<file path="src/rtl/dq4_load_ctrl.sv">
`default_nettype none
// ============================================================================
//  Module      : dq4_load_ctrl
//  Description : Load sequencer for the 4-bit D-latch array. Accepts one word
//                over valid/ready, drives it on D, then gives en a setup,
//                pulse and hold window. Optional readback compare of the
//                latch outputs is enabled with DQ4_LOAD_READBACK_EN.
//  Revision    : 1.0 - initial release
// ============================================================================
module dq4_load_ctrl #(
    parameter int WIDTH     = 4,
    parameter int SETUP_CYC = 1,
    parameter int PULSE_CYC = 1,
    parameter int HOLD_CYC  = 1
) (
    input  logic             clk,
    input  logic             rst_n,
    input  logic             in_valid,
    input  logic [0:WIDTH-1] in_data,
    output logic             in_ready,
    output logic [0:WIDTH-1] D,
    output logic             en,
    output logic             busy,
    output logic [7:0]       load_count
`ifdef DQ4_LOAD_READBACK_EN
    ,
    input  logic [0:WIDTH-1] Q,
    output logic             rd_err
`endif
);

    // Phase counter reload values; each state lasts (value + 1) cycles.
    localparam logic [3:0] c_setup_ph = 4'(SETUP_CYC - 1);
    localparam logic [3:0] c_pulse_ph = 4'(PULSE_CYC - 1);
    localparam logic [3:0] c_hold_ph  = 4'(HOLD_CYC - 1);

    typedef enum logic [1:0] {
        IDLE  = 2'd0,
        SETUP = 2'd1,
        PULSE = 2'd2,
        HOLD  = 2'd3
    } state_t;

    state_t             r_state;
    logic [3:0]         r_ph;
    logic [0:WIDTH-1]   r_d;
    logic               r_en;
    logic [7:0]         r_load_count;

    // Ready is held low during reset so nothing can be accepted then.
    assign in_ready   = (r_state == IDLE) && rst_n;
    assign busy       = (r_state != IDLE);
    assign D          = r_d;
    assign en         = r_en;
    assign load_count = r_load_count;

    // Sequencer: en is a flop set on entry to PULSE and cleared on exit.
    always_ff @(posedge clk or negedge rst_n) begin
        if (!rst_n) begin
            r_state      <= IDLE;
            r_ph         <= 4'd0;
            r_d          <= '0;
            r_en         <= 1'b0;
            r_load_count <= 8'd0;
        end else begin
            case (r_state)
                IDLE: begin
                    r_en <= 1'b0;
                    if (in_valid) begin
                        r_d     <= in_data;
                        r_state <= SETUP;
                        r_ph    <= c_setup_ph;
                    end
                end
                SETUP: begin
                    if (r_ph == 4'd0) begin
                        r_state <= PULSE;
                        r_ph    <= c_pulse_ph;
                        r_en    <= 1'b1;
                    end else begin
                        r_ph <= r_ph - 4'd1;
                    end
                end
                PULSE: begin
                    if (r_ph == 4'd0) begin
                        r_state <= HOLD;
                        r_ph    <= c_hold_ph;
                        r_en    <= 1'b0;
                    end else begin
                        r_ph <= r_ph - 4'd1;
                    end
                end
                HOLD: begin
                    if (r_ph == 4'd0) begin
                        r_state      <= IDLE;
                        r_load_count <= r_load_count + 8'd1;
                    end else begin
                        r_ph <= r_ph - 4'd1;
                    end
                end
                default: begin
                    r_state <= IDLE;
                    r_ph    <= 4'd0;
                    r_en    <= 1'b0;
                end
            endcase
        end
    end

`ifdef DQ4_LOAD_READBACK_EN
    logic r_rd_err;

    assign rd_err = r_rd_err;

    // Sticky readback flag: compare latch outputs on the last HOLD cycle.
    always_ff @(posedge clk or negedge rst_n) begin
        if (!rst_n) begin
            r_rd_err <= 1'b0;
        end else if ((r_state == HOLD) && (r_ph == 4'd0) && (Q != r_d)) begin
            r_rd_err <= 1'b1;
        end
    end
`endif

endmodule
`default_nettype wire
</file>
<file path="config.mk">
export PLATFORM = sky130hd
export DESIGN_NAME = dq4_load_ctrl
export DESIGN_NICKNAME = d
export VERILOG_FILES = /design/src/rtl/dq4_load_ctrl.sv
export SDC_FILE = /design/constraint.sdc
export NUM_CORES = 1
export LEC_CHECK = 0
export CORE_MARGIN = 10
export CORE_UTILIZATION = 44
export DETAILED_ROUTE_END_ITERATION = 6
export PLACE_DENSITY = 0.75
export SYNTH_ARGS = -nofsm -noshare
export SYNTH_HDL_FRONTEND = slang
export SYNTH_SLANG_ARGS = --single-unit
</file>
<file path="constraint.sdc">
create_clock -name clk -period 1.6 [get_ports clk]
set_input_delay 0.32 -clock clk [delete_from_list [all_inputs] [get_ports clk]]
set_output_delay 0.32 -clock clk [all_outputs]
set_load 0.01 [all_outputs]
</file>
==> results_dict.tcl <==
set metrics [dict create \
    die_y_um 67.4 \
    violations "setup timing" \
    vdd_drop_max_mv 1.25 \
    r2r_setup_slack_ps -30 \
    synthToLayoutAreaGrowth_pct 48.4 \
    hold_viol_final 0 \
    fin_skew_ps 3.96 \
    syn_inst 85 \
    cts_buffers 3 \
    fmax_mhz 614 \
    worstMarginPinSlew_ps 235 \
    cts.clk_slew.worst_paths_ps 110 \
    ys_seq_elements 19 \
    crit_path_end_kind "register" \
    ys.warnings.count 0 \
    path_max_fanout 3 \
    clockBufferDepth 2 \
    syn_area_per_cell_um2 11.6 \
    setup_slack_ps -30.0 \
    finalWeightedCongestion 0.858 \
    slew_viol_final 0 \
    holdCritPathClass "input pin to asynchronous set/reset pin" \
    netlist_area_um2 990 \
    initial_core_util 0.456 \
    drc 0 \
    setup-tns-final_ps -30.0 \
    h-tree-depth 1 \
    ys_types 29 \
    vias 776 \
    dieArea_um2 4550 \
    first_iter_violations 25 \
    hold_slack_ps 398 \
    grt_usage 0.0998 \
    hpwl_um 1570 \
    min_period_ps 1630 \
    crit_start "r_state[1]" \
    antenna_found_initial 0 \
    p_leak_nw 0.719 \
    cap_violations 0 \
    nNetsFinal 143 \
    grt_pass1_vias 822 \
    arrival_ps 1820 \
    crit_type "register to register" \
    grt_max_degree 20 \
    rr_startpoint "r_state[1]" \
    syn_nets 100 \
    period_share 1.02 \
    core_area_um2 2170 \
    critPathRequiredTime_ps 1790 \
    cts_root_buf "clkbuf_4" \
    dr.pass1.iters 4 \
    grt_pass1_wl_um 3550 \
    status "finished with violations" \
    cts_tree "built" \
    dp_cells 147 \
    wirelength_um 2140 \
    antennaDiodeCount 0 \
    overflow 0 \
    io_buffers 21 \
    slew_headroom 0.843 \
    fin_util 0.677 \
    fin_cells 155 \
    rsz0062_at_grt "yes" \
    setup_viol 1 \
    insertion_delay_ps 290 \
    ios 22 \
    drive_gt1_frac 0.354 \
    ant_nets 0 \
    avgViaCountPerCell 5.01 \
    post-place-ws_ps -212 \
    clock-sinks 19 \
    die_w_um 67.4 \
    num_rows 17 \
    wl_per_cell_um 13.8 \
    power_density_nw_per_um2 1650 \
    start_kind "register" \
    yosysSeqAreaShare 0.480 \
]
final timing paths:
kind / to / cells past startpoint
max: r_state[1] / 5
min: load_count[7] / 2
max reg2reg: r_state[1] / 5
min reg2reg: r_ph[0] / 1
min in group clk: r_ph[0] / 1
max in group asynchronous: load_count[0] / 2
Yosys cell counts:
master     count  area share
mux2_4         1       0.015
nor2_1         3       0.011
and3_1         1      0.0063
inv_1          6       0.023
ha_1           8        0.10
o21bai_1       2       0.015
buf_2          1      0.0051
nand4_1        2       0.013
or3_1          2       0.013
nand3_1        4       0.020
and4bb_1       1       0.013
mux2i_1        1       0.010
xnor2_1        7       0.062
and3b_2        1       0.010
and2_1         1      0.0063
and3b_1        1      0.0089
or3b_4         1       0.011
a2bb2oi_1      1      0.0089
nand2b_1       1      0.0063
nand2_1        6       0.023
a21oi_1        2       0.010
o21ba_2        1       0.010
and4_1         2       0.018
o31ai_1        2       0.015
nand4bb_1      1       0.011
dfrtp_1       19        0.48
mux2_2         4       0.046
o2bb2ai_2      1       0.015
a31oi_1        2       0.013
area by class of cell:
cell class	instances	area [um^2]
clock buffers	3	22.5
clock inverters	1	5.00
fillers	180	701
inverters	6	22.5
multi-input cells	59	541
flip-flops and latches	19	477
well taps	28	35.0
repair buffers	39	367
metal layers:
layer / part of all wire / global-route usage / routed length, um / vias up
li1: - / - / - / 384
met1: 0.42 / 0.110 / 904 / 373
met2: 0.48 / 0.167 / 1030 / 17
met3: 0.090 / 0.0430 / 193 / 2
met4: 0.0075 / 0.0385 / 16 / 0
met5: 0 / 0 / 0 / -
state kept, by name, indices dropped and copies added, names as in the netlist:
signal      count
load_count      8
en              1
r_ph            4
r_state         2
D               4
critical path: stages, from the launching register on:
cell and delay [ps]:
dfrtp_1 420, buf_6 140, ha_4 150, or3_1 370, o2bb2ai_2 150, mux2_4 300
where the power goes:
part / internal (W) / leakage (nW) / total [W] / switching, W
clock: 0.0000928 / 0.0177 / 0.000237 / 0.000144
combinational: 0.000828 / 0.459 / 0.00145 / 0.000621
sequential: 0.000643 / 0.242 / 0.000739 / 0.0000966
total: 0.00156 / 0.719 / 0.00242 / 0.000861
placed cells by master (no fill, tap or decap), types with 3 or more instances in the layout:
cell and instances:
ha_4 3, mux2_2 4, clkbuf_4 3, buf_4 14, nand2_1 6, nand3_1 3
dlymetal6s2s_1 4, nor2_1 3, dfrtp_1 18, clkdlybuf4s50_1 15, inv_2 3, ha_1 3
inv_1 3, buf_6 4, xnor2_1 7
cells by family after synthesis:
family / after synthesis / synth area share
DFF: 19 / 0.480
muxes: 6 / 0.0708
and+or+nand+nor: 27 / 0.171
buffers and inverters: 7 / 0.0278
AOI/OAI and AO/OA: 11 / 0.0872
xor gates and xnor gates: 7 / 0.0619
adders and majority gates: 8 / 0.101
repair_timing:
item | 4_1_cts | 5_1_grt
resized for setup | 19 | 11
setup buffers | 4 | 0
hold buffers | 0 | 0
setup endpoints to repair | 8 | 17
pin swaps | 4 | 4
metrics by stage:
stage	total power, W	cell area (um^2)
2_1_floorplan	0.00137	990
5_1_grt	0.00261	1470
3_5_place_dp	0.00199	1340
4_1_cts	0.00239	1430
6_report	0.00242	1470
3_3_place_gp	0.00196	1340
No activity file was read; power rests on OpenSTA's default activity.
